==> config.mk <==
export PLATFORM = sky130hd
export DESIGN_NAME = cga_vram_arbiter_flat
export DESIGN_NICKNAME = d
export VERILOG_FILES = /design/src/rtl/cga_vram_arbiter_if.sv /design/src/rtl/cga_vram_arbiter.sv /design/src/flat_wrapper.sv
export SDC_FILE = /design/constraint.sdc
export NUM_CORES = 1
export LEC_CHECK = 0
export ABC_AREA = 1
export CAP_MARGIN = 20
export CORE_MARGIN = 2
export CORE_UTILIZATION = 30
export CTS_CLUSTER_SIZE = 12
export DETAILED_ROUTE_END_ITERATION = 10
export GPL_ROUTABILITY_DRIVEN = 0
export HOLD_SLACK_MARGIN = 0.03
export PLACE_DENSITY = 0.67
export SYNTH_ARGS = -nofsm -noshare
export SYNTH_HDL_FRONTEND = slang
export SYNTH_SLANG_ARGS = --single-unit
==> constraint.sdc <==
create_clock -name clk -period 1.5 [get_ports clk]
set_clock_uncertainty 0.05 [all_clocks]
set_input_delay 0.3 -clock clk [delete_from_list [all_inputs] [get_ports clk]]
set_output_delay 0.3 -clock clk [all_outputs]
set_load 0.1 [all_outputs]
==> src/rtl/cga_vram_arbiter_if.sv <==
// Bus bundle between the CGA VRAM arbiter, its CPU/pixel requesters and the VRAM.
// slave = arbiter side, master = requesters plus memory side.
interface cga_vram_arbiter_if #(
  parameter int AW = 14
);
  logic          cpu_req;
  logic          cpu_we;
  logic [18:0]   cpu_addr;
  logic [7:0]    cpu_din;
  logic [7:0]    cpu_dout;
  logic          cpu_ack;
  logic          cpu_busy;
  logic          pix_req;
  logic [18:0]   pix_addr;
  logic          pix_gnt;
  logic          pix_valid;
  logic [7:0]    pix_data;
  logic [AW-1:0] mem_addr;
  logic          mem_we;
  logic [7:0]    mem_din;
  logic [7:0]    mem_dout;

  modport slave (
    input  cpu_req, cpu_we, cpu_addr, cpu_din, pix_req, pix_addr, mem_dout,
    output cpu_dout, cpu_ack, cpu_busy, pix_gnt, pix_valid, pix_data,
           mem_addr, mem_we, mem_din
  );

  modport master (
    output cpu_req, cpu_we, cpu_addr, cpu_din, pix_req, pix_addr, mem_dout,
    input  cpu_dout, cpu_ack, cpu_busy, pix_gnt, pix_valid, pix_data,
           mem_addr, mem_we, mem_din
  );
endinterface

==> src/rtl/cga_vram_arbiter.sv <==
// Single-port VRAM arbiter: pixel fetch has priority, a pending CPU access is
// forced through after MAX_WAIT consecutive pixel wins.
module cga_vram_arbiter #(
  parameter int MAX_WAIT = 7,
  parameter int AW       = 14
) (
  input  logic             clk,
  input  logic             reset_n,
  cga_vram_arbiter_if.slave bus
);
  localparam int            WW   = (MAX_WAIT < 1) ? 1 : $clog2(MAX_WAIT + 1);
  localparam logic [WW-1:0] WMAX = WW'(MAX_WAIT);

  typedef enum logic [1:0] {S_IDLE, S_PEND, S_RDWAIT, S_ACK} state_t;

  state_t        r_state, w_state_nxt;
  logic          r_buf_we;
  logic [AW-1:0] r_buf_addr;
  logic [7:0]    r_buf_din;
  logic [WW-1:0] r_wait_cnt;
  logic          r_pix_vld_p1;
  logic          r_cpu_rd_p1;
  logic          r_pix_vld_p2;
  logic [7:0]    r_pix_data_p2;
  logic [7:0]    r_cpu_dout_p2;
  logic          w_pix_issue;
  logic          w_cpu_issue;
  logic          w_unused;

  assign w_unused = &{1'b0, bus.cpu_addr[18:AW], bus.pix_addr[18:AW]};

  always_comb begin
    w_pix_issue = bus.pix_req && (r_wait_cnt < WMAX);
    w_cpu_issue = !w_pix_issue && (r_state == S_PEND);
    w_state_nxt = r_state;
    case (r_state)
      S_IDLE:   if (bus.cpu_req) w_state_nxt = S_PEND;
      S_PEND:   if (w_cpu_issue) w_state_nxt = r_buf_we ? S_ACK : S_RDWAIT;
      S_RDWAIT: w_state_nxt = S_ACK;
      S_ACK:    w_state_nxt = S_IDLE;
      default:  w_state_nxt = S_IDLE;
    endcase
  end

  // Issue stage: one VRAM access per cycle, address bus idles at zero.
  assign bus.pix_gnt  = w_pix_issue;
  assign bus.mem_addr = w_pix_issue ? bus.pix_addr[AW-1:0] :
                        w_cpu_issue ? r_buf_addr : '0;
  assign bus.mem_we   = w_cpu_issue && r_buf_we;
  assign bus.mem_din  = (w_cpu_issue && r_buf_we) ? r_buf_din : '0;
  assign bus.cpu_busy = (r_state == S_PEND) || (r_state == S_RDWAIT);
  assign bus.cpu_ack  = (r_state == S_ACK);
  assign bus.cpu_dout = r_cpu_dout_p2;
  assign bus.pix_valid = r_pix_vld_p2;
  assign bus.pix_data  = r_pix_data_p2;

  always_ff @(posedge clk) begin
    if (!reset_n) begin
      r_state       <= S_IDLE;
      r_wait_cnt    <= '0;
      r_pix_vld_p1  <= 1'b0;
      r_cpu_rd_p1   <= 1'b0;
      r_pix_vld_p2  <= 1'b0;
      r_pix_data_p2 <= '0;
      r_cpu_dout_p2 <= '0;
    end else begin
      r_state <= w_state_nxt;
      if (w_cpu_issue)
        r_wait_cnt <= '0;
      else if ((r_state == S_PEND) && w_pix_issue)
        r_wait_cnt <= r_wait_cnt + 1'b1;
      // Stage p1: owner tag of the access issued last cycle; mem_dout now holds its data.
      r_pix_vld_p1 <= w_pix_issue;
      r_cpu_rd_p1  <= w_cpu_issue && !r_buf_we;
      // Stage p2: returned data steered to its owner.
      r_pix_vld_p2 <= r_pix_vld_p1;
      if (r_pix_vld_p1) r_pix_data_p2 <= bus.mem_dout;
      if (r_cpu_rd_p1)  r_cpu_dout_p2 <= bus.mem_dout;
    end
  end

  always_ff @(posedge clk) begin
    if ((r_state == S_IDLE) && bus.cpu_req) begin
      r_buf_we   <= bus.cpu_we;
      r_buf_addr <= bus.cpu_addr[AW-1:0];
      r_buf_din  <= bus.cpu_din;
    end
  end
endmodule
==> src/flat_wrapper.sv <==
// flat-port wrapper written by rule: the top's interface ports become plain ports
module cga_vram_arbiter_flat 
#(
  parameter int MAX_WAIT = 7,
  parameter int AW       = 14
)
  (clk, reset_n, bus_cpu_req, bus_cpu_we, bus_cpu_addr, bus_cpu_din, bus_pix_req, bus_pix_addr, bus_mem_dout, bus_cpu_dout, bus_cpu_ack, bus_cpu_busy, bus_pix_gnt, bus_pix_valid, bus_pix_data, bus_mem_addr, bus_mem_we, bus_mem_din);
  cga_vram_arbiter_if #(.AW(AW)) bus_i ();
  input  logic clk;
  input  logic reset_n;
  input wire logic [$bits(bus_i.cpu_req)-1:0] bus_cpu_req;
  input wire logic [$bits(bus_i.cpu_we)-1:0] bus_cpu_we;
  input wire logic [$bits(bus_i.cpu_addr)-1:0] bus_cpu_addr;
  input wire logic [$bits(bus_i.cpu_din)-1:0] bus_cpu_din;
  input wire logic [$bits(bus_i.pix_req)-1:0] bus_pix_req;
  input wire logic [$bits(bus_i.pix_addr)-1:0] bus_pix_addr;
  input wire logic [$bits(bus_i.mem_dout)-1:0] bus_mem_dout;
  output wire logic [$bits(bus_i.cpu_dout)-1:0] bus_cpu_dout;
  output wire logic [$bits(bus_i.cpu_ack)-1:0] bus_cpu_ack;
  output wire logic [$bits(bus_i.cpu_busy)-1:0] bus_cpu_busy;
  output wire logic [$bits(bus_i.pix_gnt)-1:0] bus_pix_gnt;
  output wire logic [$bits(bus_i.pix_valid)-1:0] bus_pix_valid;
  output wire logic [$bits(bus_i.pix_data)-1:0] bus_pix_data;
  output wire logic [$bits(bus_i.mem_addr)-1:0] bus_mem_addr;
  output wire logic [$bits(bus_i.mem_we)-1:0] bus_mem_we;
  output wire logic [$bits(bus_i.mem_din)-1:0] bus_mem_din;
  assign bus_i.cpu_req = bus_cpu_req;
  assign bus_i.cpu_we = bus_cpu_we;
  assign bus_i.cpu_addr = bus_cpu_addr;
  assign bus_i.cpu_din = bus_cpu_din;
  assign bus_i.pix_req = bus_pix_req;
  assign bus_i.pix_addr = bus_pix_addr;
  assign bus_i.mem_dout = bus_mem_dout;
  assign bus_cpu_dout = bus_i.cpu_dout;
  assign bus_cpu_ack = bus_i.cpu_ack;
  assign bus_cpu_busy = bus_i.cpu_busy;
  assign bus_pix_gnt = bus_i.pix_gnt;
  assign bus_pix_valid = bus_i.pix_valid;
  assign bus_pix_data = bus_i.pix_data;
  assign bus_mem_addr = bus_i.mem_addr;
  assign bus_mem_we = bus_i.mem_we;
  assign bus_mem_din = bus_i.mem_din;
  cga_vram_arbiter #(.MAX_WAIT(MAX_WAIT), .AW(AW)) u_core (.clk(clk), .reset_n(reset_n), .bus(bus_i));
endmodule
==> metrics.txt, run 1 <==
Synth Area per Inst 9.05 µm²; mapped cell area 0.00192 mm²; port bufs 91; Die ar. 0.00705 mm²; synth warn 0; # setup viols final 25; Max Cap Viol 0; CTS tree yes; Post-Route WL 5.51 mm; Syn Nets 276; Synth Area in XOR/XNOR 0.00913; Hold Slack 0.481 ns; final net count 396; filler cell count in the final layout 481; Via Count 1825; initial antenna violation count 0; I/O Pins 102; router iterations before antenna repair 4; die height 84.0 µm; Max rail drop VDD 0.000860 V; 1st-iter DRT viols 68; DP HPWL 4.13 mm; Synth Area in Compound Gates 0.0528; critical path's largest stage delay 0.36 ns; total grt overflow 0; RSZ-0062 raised after global routing yes; worst path arrival time 1.50 ns; worst min path class reg -> reg; area grow syn2layout 112%; DRC Markers 0; WL/cell 13.4 µm; utilization after layout 0.648; fin crit share 1.23; cell depth of the worst setup path 7; relative max-transition margin 0.809; root buf cell clkbuf_8; adder-cell share of the synthesized area 0.0326; crit end category primary output; Die W 84.0 µm; worst hold path stage count 1; mux share of post-synthesis cell area 0; post-synthesis sequential area ratio 0.611; clock sinks 47; Clk Latency, worst-skew pair 0.29 ns; failing checks setup timing; worst reg-to-reg path cell count 10; Site Rows 29; Slew Viols, Final 0; Leakage 1.66 nW; CP Class reg -> out; CP top delay family simple AND/OR/NAND/NOR gates; crit start category flip-flop; final worst setup slack -0.349 ns; Slowest-stage cell, CP dfxtp_2; ratio of cells with drive above 1 in the final layout 0.417; via/cell ratio 4.45; unique cell type count in the Yosys netlist 21; Worst-Margin Slew 0.287 ns; Routed Antenna Nets 0; Initial Utilization 0.306; fmax 541 MHz; # H-tree levels 2; first-pass GRT wire length 9.03 mm; ant diodes 0; largest net degree at the start of global routing 24; Num CTS Buffers 5; largest family of logic cells by synthesized area simple AND/OR/NAND/NOR gates; Synth Register Bits 47; register area 0.00118 mm²; Fin. Hold Viols 0; status finished with violations; crit-path cells nand3_4 -> nand2_4 -> inv_8 -> nor2_4 -> inv_6 -> nor2_4 -> buf_12; cts hold-fix bufs 0; power density over cell area 1350 mW/mm²; Worst Path Max Fanout 8; Clock Pin Slew Worst Setup and Hold Paths 0.08 ns; Cells after Synth 212; CTS Buffer Depth 2; core area 0.00628 mm²; simple-gate share of the synthesized area 0.234; WP buf/inv 3; vias in the first global route 1855; post-route minimum period 1.85 ns; GRT Total Usage 0.162; area of the multi-input gates 996 µm²; Critical Path RT 1.15 ns; total power 0.00551 W; cell mode on critical path nor2_4
-- where the power goes --
part	leakage [nW]	internal [W]	total, W	switching (W)
logic	1.20	0.00119	0.00306	0.00187
clock network	0.0426	0.000321	0.000724	0.000403
registers	0.416	0.00160	0.00172	0.000122
-- synthesized netlist by cell type (all sizes together) --
library cell   n  area share
nand2         55        0.11
nor3           1      0.0026
edfxtp        23        0.36
buf            5       0.017
a21oi          3      0.0078
nand3          5       0.018
a31oi          1      0.0033
clkinv         1      0.0026
dfxtp         24        0.25
o21ai         16       0.042
ha             5       0.033
nor2          50        0.10
inv           21       0.041
xnor2          2      0.0091
-- final timing paths --
path,from,end,slack (ns)
setup / recovery,u_core.r_wait_cnt[2]$_SDFFE_PP0P_,bus_mem_din[0],-0.35
hold / removal,u_core.r_buf_we$_DFFE_PP_,u_core.r_cpu_rd_p1$_SDFF_PN0_,0.48
setup reg to reg,u_core.r_state[0]$_SDFFE_PN0P_,u_core.r_state[0]$_SDFFE_PN0P_,0.15
hold reg to reg,u_core.r_buf_we$_DFFE_PP_,u_core.r_cpu_rd_p1$_SDFF_PN0_,0.48
-- routing by layer --
metal,vias up,GRT usage,share of wire
met4,0,0.0484,0.012
li1,907,-,-
met5,-,0,0
met2,78,0.272,0.48
met1,831,0.182,0.41
met3,9,0.0772,0.10
-- final cells by class --
cell class / count / share of cell area
well taps: 77 / 0.0237
repair buffers: 118 / 0.394
clock buffers: 6 / 0.0178
multi-input cells: 138 / 0.245
clock inverters: 2 / 0.00215
flip-flops and latches: 47 / 0.290
inverters: 22 / 0.0274
-- cell usage in the layout (no fill, tap or decap), types with 4 or more instances in the layout --
master / instances
nand2_8: 10
buf_6: 4
dfxtp_2: 4
nand2_4: 7
nor2_4: 9
o21ai_0: 16
nor2_1: 41
clkdlybuf4s50_1: 47
edfxtp_1: 23
clkbuf_8: 5
nand2_2: 21
buf_4: 20
inv_1: 16
dfxtp_1: 19
buf_12: 45
nand2_1: 17
-- per-stage QoR --
| stage | TNS, ns | instance area (µm²) | setup WS [ns] | std cells |
|---|---|---|---|---|
| 3_3_place_gp | -9.10 | 3770 | -0.436 | 393 |
| 5_1_grt | -8.88 | 4070 | -0.413 | 410 |
| 6_report | -7.25 | 4070 | -0.349 | 410 |
| 3_5_place_dp | -9.22 | 3770 | -0.457 | 393 |
| 2_1_floorplan | -6.45 | 2210 | -0.719 | 212 |
| 4_1_cts | -7.71 | 4010 | -0.363 | 406 |
-- kinds of logic (layout without fill, tap and decap cells) --
group                    Yosys count  in the layout
adder cells (fa/ha/maj)            5              5
flip-flops                        47             47
AND/OR/NAND/NOR                  111            111
buffers and inverters             27            148
AO/OA/AOI/OAI                     20             20
XOR/XNOR                           2              2
-- worst register-to-register path, cell delays in order, from the launching register on --
cell,delay (ns)
dfxtp_4,0.37
buf_6,0.12
inv_6,0.04
buf_4,0.12
ha_1,0.19
inv_1,0.06
nand2_1,0.06
nor2_1,0.08
nand3_1,0.07
nand2_1,0.06
nor2_1,0.03
-- repair_timing --
action	CTS	global route
cloned	1	0
endpoints found under the hold margin	0	0
gates resized for setup	33	9
buffers inserted	4	5
endpoints found under the setup margin	26	26
pin swaps	2	2
-- flip-flops by register name (all words and copies together), names as in the netlist --
register	count
u_core.r_buf_addr	14
u_core.r_pix_vld_p1	1
u_core.r_cpu_rd_p1	1
u_core.r_wait_cnt	3
u_core.r_buf_din	8
u_core.bus.pix_data	8
u_core.r_state	2
u_core.bus.pix_valid	1
u_core.bus.cpu_dout	8
u_core.r_buf_we	1
(Power assumes the default switching activity.)
==> run 2, diff against run 1 <==
--- a/config.mk
+++ b/config.mk
@@ -6,9 +6,11 @@
 export NUM_CORES = 1
 export LEC_CHECK = 0
 export ABC_AREA = 1
+export ABC_CLOCK_PERIOD_IN_PS = 1500
 export CAP_MARGIN = 20
 export CORE_MARGIN = 2
 export CORE_UTILIZATION = 30
+export CTS_CLUSTER_DIAMETER = 50
 export CTS_CLUSTER_SIZE = 12
 export DETAILED_ROUTE_END_ITERATION = 10
 export GPL_ROUTABILITY_DRIVEN = 0
==> results of run 2 <==
Final layout, timing and power as in run 1 (identical DEF).
==> run 3, diff against run 2 <==
--- a/config.mk
+++ b/config.mk
@@ -16,6 +16,7 @@
 export GPL_ROUTABILITY_DRIVEN = 0
 export HOLD_SLACK_MARGIN = 0.03
 export PLACE_DENSITY = 0.67
+export SLEW_MARGIN = 20
 export SYNTH_ARGS = -nofsm -noshare
 export SYNTH_HDL_FRONTEND = slang
 export SYNTH_SLANG_ARGS = --single-unit
==> results of run 3 <==
Final layout, timing and power as in run 1 (identical DEF).
